**src/rtl/alu_pkg.sv**
```systemverilog
// alu_pkg: shared widths, command encodings, collector states and operand-need decode.
package alu_pkg;
  localparam int DATA_WIDTH = 8;
  localparam int CMD_WIDTH = 4;
  localparam logic [CMD_WIDTH-1:0] CMD_INC_A = 4;
  localparam logic [CMD_WIDTH-1:0] CMD_DEC_A = 5;
  localparam logic [CMD_WIDTH-1:0] CMD_INC_B = 6;
  localparam logic [CMD_WIDTH-1:0] CMD_DEC_B = 7;
  localparam logic [CMD_WIDTH-1:0] CMD_NOT_A = 6;
  localparam logic [CMD_WIDTH-1:0] CMD_NOT_B = 7;
  localparam logic [CMD_WIDTH-1:0] CMD_SHR1_A = 8;
  localparam logic [CMD_WIDTH-1:0] CMD_SHL1_A = 9;
  localparam logic [CMD_WIDTH-1:0] CMD_SHR1_B = 10;
  localparam logic [CMD_WIDTH-1:0] CMD_SHL1_B = 11;
  typedef enum logic [1:0] {IDLE, WAIT_A, WAIT_B, ISSUE} opc_state_e;
  typedef enum logic [1:0] {NEED_BOTH, NEED_A, NEED_B} op_need_e;
  function automatic op_need_e op_need(input logic mode, input logic [CMD_WIDTH-1:0] cmd);
    if (mode)
      return (cmd == CMD_INC_A || cmd == CMD_DEC_A) ? NEED_A :
             (cmd == CMD_INC_B || cmd == CMD_DEC_B) ? NEED_B : NEED_BOTH;
    return (cmd == CMD_NOT_A || cmd == CMD_SHR1_A || cmd == CMD_SHL1_A) ? NEED_A :
           (cmd == CMD_NOT_B || cmd == CMD_SHR1_B || cmd == CMD_SHL1_B) ? NEED_B : NEED_BOTH;
  endfunction
endpackage

```
**src/rtl/alu_opc_timer.sv**
```systemverilog
// alu_opc_timer: wait-cycle counter; expire flags the final allowed wait cycle.
module alu_opc_timer #(
  parameter int TIMEOUT_CYCLES = 16
) (
  input  logic clk,
  input  logic reset,
  input  logic clr,
  input  logic en,
  output logic expire
);
  localparam int CNT_W = $clog2(TIMEOUT_CYCLES + 1);
  logic [CNT_W-1:0] cnt;
  always_ff @(posedge clk or negedge reset)
    if (!reset) cnt <= '0;
    else if (clr) cnt <= '0;
    else if (en) cnt <= cnt + CNT_W'(1);
  assign expire = cnt == CNT_W'(TIMEOUT_CYCLES - 1);
endmodule

```
**src/rtl/alu_operand_collector.sv**
```systemverilog
// alu_operand_collector: gathers split OPA/OPB beats and issues one complete op over valid/ready.
// Define ALU_OPC_CMD_CHECK_EN to drop completions whose cmd/mode differ from the first beat.
module alu_operand_collector
  import alu_pkg::*;
#(
  parameter int DATA_WIDTH = alu_pkg::DATA_WIDTH,
  parameter int CMD_WIDTH = alu_pkg::CMD_WIDTH,
  parameter int TIMEOUT_CYCLES = 16
) (
  input  logic                  clk,
  input  logic                  reset,
  input  logic                  ce,
  input  logic [1:0]            inp_valid,
  input  logic [DATA_WIDTH-1:0] opa,
  input  logic [DATA_WIDTH-1:0] opb,
  input  logic                  cin,
  input  logic                  mode,
  input  logic [CMD_WIDTH-1:0]  cmd,
  output logic                  in_ready,
  output logic                  out_valid,
  input  logic                  out_ready,
  output logic [DATA_WIDTH-1:0] out_opa,
  output logic [DATA_WIDTH-1:0] out_opb,
  output logic                  out_cin,
  output logic                  out_mode,
  output logic [CMD_WIDTH-1:0]  out_cmd,
  output logic [1:0]            out_present,
  output logic                  timeout_err,
  output logic                  cmd_mismatch
);
  opc_state_e state, state_nx;
  op_need_e need;
  logic beat, xfer, full, waiting, fill, fresh, mism, expire, tmo;
  assign in_ready = ce && state != ISSUE;
  assign out_valid = state == ISSUE;
  assign beat = in_ready && inp_valid != 2'b00;
  assign xfer = ce && out_valid && out_ready;
  assign need = op_need(mode, cmd);
  assign full = inp_valid == 2'b11 || (need == NEED_A && inp_valid[0]) || (need == NEED_B && inp_valid[1]);
  assign waiting = state == WAIT_A || state == WAIT_B;
  // fresh latches a whole new op (idle beat, or 11 replacing a partial); fill supplies the missing half
  assign fresh = beat && (state == IDLE || inp_valid == 2'b11);
  assign fill = beat && ((state == WAIT_A && inp_valid == 2'b01) || (state == WAIT_B && inp_valid == 2'b10));
`ifdef ALU_OPC_CMD_CHECK_EN
  assign mism = fill && (cmd != out_cmd || mode != out_mode);
`else
  assign mism = 1'b0;
`endif
  assign tmo = waiting && ce && expire && !fill && !fresh;
  alu_opc_timer #(.TIMEOUT_CYCLES(TIMEOUT_CYCLES)) u_timer (
    .clk(clk),
    .reset(reset),
    .clr(!waiting),
    .en(ce && waiting),
    .expire(expire)
  );
  always_comb begin
    state_nx = state;
    if (fresh) state_nx = full ? ISSUE : inp_valid[0] ? WAIT_B : WAIT_A;
    else if (fill) state_nx = mism ? IDLE : ISSUE;
    else if (tmo || xfer) state_nx = IDLE;
  end
  always_ff @(posedge clk or negedge reset)
    if (!reset) begin
      state <= IDLE;
      out_opa <= '0;
      out_opb <= '0;
      out_cin <= 1'b0;
      out_mode <= 1'b0;
      out_cmd <= '0;
      out_present <= 2'b00;
      timeout_err <= 1'b0;
      cmd_mismatch <= 1'b0;
    end else begin
      state <= state_nx;
      timeout_err <= tmo;
      cmd_mismatch <= mism;
      if (fresh) begin
        out_opa <= inp_valid[0] ? opa : '0;
        out_opb <= inp_valid[1] ? opb : '0;
        out_cin <= cin;
        out_mode <= mode;
        out_cmd <= cmd;
        out_present <= inp_valid;
      end else if (beat) begin
        if (inp_valid[0]) out_opa <= opa;
        if (inp_valid[1]) out_opb <= opb;
        out_present <= out_present | inp_valid;
      end
    end
endmodule

```
**config.mk**
```make
export PLATFORM = sky130hd
export DESIGN_NAME = alu_operand_collector
export DESIGN_NICKNAME = d
export VERILOG_FILES = /design/src/rtl/alu_pkg.sv /design/src/rtl/alu_opc_timer.sv /design/src/rtl/alu_operand_collector.sv
export SDC_FILE = /design/constraint.sdc
export NUM_CORES = 1
export LEC_CHECK = 0
export ABC_AREA = 1
export CAP_MARGIN = 20
export CORE_MARGIN = 2
export CORE_UTILIZATION = 41
export CTS_CLUSTER_DIAMETER = 40
export CTS_CLUSTER_SIZE = 25
export DETAILED_ROUTE_END_ITERATION = 8
export GPL_TIMING_DRIVEN = 0
export HOLD_SLACK_MARGIN = 0.12
export PLACE_DENSITY = 0.76
export SLEW_MARGIN = 10
export SYNTH_ARGS = -nofsm -noshare
export SYNTH_HDL_FRONTEND = slang
export SYNTH_HIERARCHICAL = 1
export SYNTH_SLANG_ARGS = --single-unit
```
**constraint.sdc**
```tcl
create_clock -name clk -period 1.4 [get_ports clk]
set_clock_uncertainty 0.1 [all_clocks]
set_input_delay 0.14 -clock clk [delete_from_list [all_inputs] [get_ports clk]]
set_output_delay 0.14 -clock clk [all_outputs]
set_load 0.005 [all_outputs]
```
==> flow_metrics.py <==
metrics = {
    "logic_synthesis": {
        "yosysWarnings": 6,
        "async_flop_share": 1.00,
        "yosysTopAreaCell": "dfrtp_1",
        "synth-edff-count": 0,
        "synthesis.area_um2": 1650,
        "ys_seq_area_frac": 0.484,
        "syn_avg_cell_area_um2": 8.39,
        "synth_area_leaders": "dfrtp_1, nand2_1, nand3_1",
        "synth_flop_cell": "dfrtp_1",
        "synth_top_area_share": 0.484,
        "yosysUniqueCellTypes": 25,
        "ys_ff_latch": 32,
        "syn_inst": 197,
        "syn_nets": 231,
    },
    "global_route": {
        "grt_pass1_wl_um": 6300,
        "grt_max_degree": 33,
        "antenna_found_initial": 0,
        "first_global_vias": 1464,
        "grt_usage": 0.189,
        "overflow": 0,
    },
    "detailed_routing": {
        "drtPass1Iterations": 4,
        "drt-initial-drc-count": 103,
        "ant_nets": 0,
        "wl_um": 4370,
        "vias_per_cell": 4.84,
        "via_count": 1652,
        "routedWlPerCell_um": 12.8,
        "drcViolationCount": 0,
    },
    "sta": {
        "rsz0062_at_grt": "true",
        "finalSetupViolCount": 33,
        "hold_slack_ns": 0.311,
        "setup_ws_ns": -0.154,
        "maxSlewViolCount": 0,
        "setup_tns_ns": -3.15,
        "period_share": 1.11,
        "finalHoldViolations": 0,
        "relSlewSlack": 0.533,
        "max_clock_freq_mhz": 644,
        "tightest_slew_ns": 0.700,
        "period_needed_ns": 1.55,
    },
    "setup_path": {
        "crit_path_start_kind": "flop",
        "worstPathArrival_ns": 1.64,
        "crit_start": "state[0]$_DFFE_PN0P_",
        "reg2reg_to": "u_timer/cnt[3]$_DFFE_PN0P_",
        "cp.required_ns": 1.48,
        "crit_path_max_fanout": 7,
        "r2r-start": "state[0]$_DFFE_PN0P_",
        "reg2reg_depth": 11,
        "ff2ff_setup_slack_ns": -0.15,
        "crit_type": "reg2reg",
        "cp-end-kind": "flop",
    },
    "floorplan": {
        "num_rows": 23,
        "io_pins": 56,
        "die_h_um": 67.5,
        "core_area_um2": 3940,
        "die_x_um": 67.5,
        "dieArea_um2": 4550,
        "start_util": 0.419,
    },
    "final_layout": {
        "fillers": 304,
        "multi_input_area_um2": 853,
        "areaGrowthSynthToFinish_pct": 72.1,
        "drive_above_1_share": 0.337,
        "diodes": 0,
        "seq_area_um2": 802,
        "finish.utilization": 0.721,
        "final_nets": 325,
        "design_area_um2": 2840,
    },
    "pwr": {
        "p_total_uw": 5250,
        "total_leakage_power_uw": 0.00160,
        "power_density_nw_per_um2": 1850,
        "vdd_drop_max_uv": 1010,
    },
    "clock_network": {
        "path_clk_slew_ns": 0.06,
        "cts_sinks": 32,
        "clock_latency_ns": 0.29,
        "clock_tree.buffer_depth": 2,
        "htree_levels": 2,
        "cts_tree": "done",
        "cts_root_buf": "clkbuf_8",
        "cts_made_buffers": 5,
    },
    "outcome": {
        "violations": "setup timing",
        "status": "finished, violations left",
    },
    "placement": {
        "portBuffers": 54,
        "dp.final_hpwl_um": 2590,
        "placed_area_um2": 2290,
        "gp_congestion": 0.770,
    },
    "job": {
        "cap_violations": 0,
    },
    "min_path": {
        "hp-start": "opb[7]",
        "whs_path_depth": 3,
        "hold_path.class": "in2reg",
        "holdPathEnd": "out_opb[7]$_DFFE_PN0P_",
    },
}
-- cells in the mapped netlist (2+ instances only) --
cell type,number
ha_1,6
nand2_1,54
o21ai_0,8
nand3_1,32
nor2_1,10
dfrtp_1,32
nand4_1,2
buf_6,2
inv_1,26
nor2_4,2
o21ai_2,5
a21oi_1,2
buf_4,4
-- placed cells by master (no fill, tap or decap), drive strengths merged --
cell,n
a211oi,1
a21oi,2
and3,1
buf,41
clkbuf,7
clkdlybuf4s50,32
conb,1
dfrtp,32
dlygate4sd2,1
dlygate4sd3,1
dlymetal6s2s,18
ha,6
inv,27
nand2,57
nand3,33
nand4,2
nor2,14
nor3,1
o21ai,14
-- final cells by class --
| cell class | count | share of cell area |
|---|---|---|
| plain buffers | 7 | 0.0229 |
| multi-input cells | 132 | 0.300 |
| clock buffers | 7 | 0.0339 |
| inverters | 27 | 0.0383 |
| well taps | 50 | 0.0220 |
| flip-flops and latches | 32 | 0.282 |
| repair buffers | 86 | 0.301 |
-- power by group --
part	leakage, µW	internal [µW]	switching (µW)
clock network	0.0000503	437	325
registers	0.000402	1310	226
logic	0.00114	1650	1310
total	0.00160	3400	1860
-- cells by family (layout without fill, tap and decap cells) --
kind of cell,count (synthesis),in the layout,share of synthesized area
flops,32,32,0.484
compound gates,17,17,0.0643
simple gates,107,108,0.307
buf+inv,34,127,0.0961
other cells,1,1,0.00227
fa+ha+maj,6,6,0.0454
-- how the worst max path moves through the flow --
stage          slack (ns)  cells past startpoint                    endpoint
3_5_place_dp        -0.62                      5                    in_ready
4_1_cts             -0.13                     11  u_timer/cnt[3]$_DFFE_PN0P_
3_3_place_gp        -0.61                      5                    in_ready
2_1_floorplan       -0.02                     10  u_timer/cnt[3]$_DFFE_PN0P_
6_report            -0.15                     11  u_timer/cnt[3]$_DFFE_PN0P_
5_1_grt             -0.23                     11  u_timer/cnt[3]$_DFFE_PN0P_
-- sequential cells by signal, indices dropped and copies added, names as in the netlist --
name / flops
out_cmd: 4
state: 2
out_cin: 1
timeout_err: 1
out_opb: 8
u_timer/cnt: 5
out_mode: 1
out_present: 2
out_opa: 8
-- critical path: stages (launching register included) --
cell,delay [ns]
dfrtp_1,0.40
buf_6,0.13
inv_4,0.03
ha_4,0.26
nand2_2,0.05
inv_2,0.06
buf_6,0.12
nand2_4,0.06
nor2_4,0.10
nand2_1,0.05
nand2_1,0.05
nor2_1,0.04
-- stage by stage --
step | cells | worst slack (ns)
2_1_floorplan | 197 | -0.0247
6_report | 341 | -0.154
3_5_place_dp | 301 | -0.616
3_3_place_gp | 301 | -0.607
5_1_grt | 341 | -0.227
4_1_cts | 326 | -0.134
-- per-layer routing --
layer  vias to the layer above  global-route usage  routed length [µm]
li1                        807                   -                   -
met5                         -                   0                   0
met4                         0              0.0893                 112
met3                        13              0.0433                 295
met2                        55               0.315                2170
met1                       777               0.229                1790
-- repair_timing --
action / in CTS / in global routing
cloned: 1 / 1
pin swaps: 7 / 11
resized for setup: 40 / 45
hold endpoints to repair: 32 / 0
hold buffers: 1 / 0
buffers inserted: 16 / 15
setup endpoints to repair: 34 / 53
No activity file was read; power rests on OpenSTA's default activity.
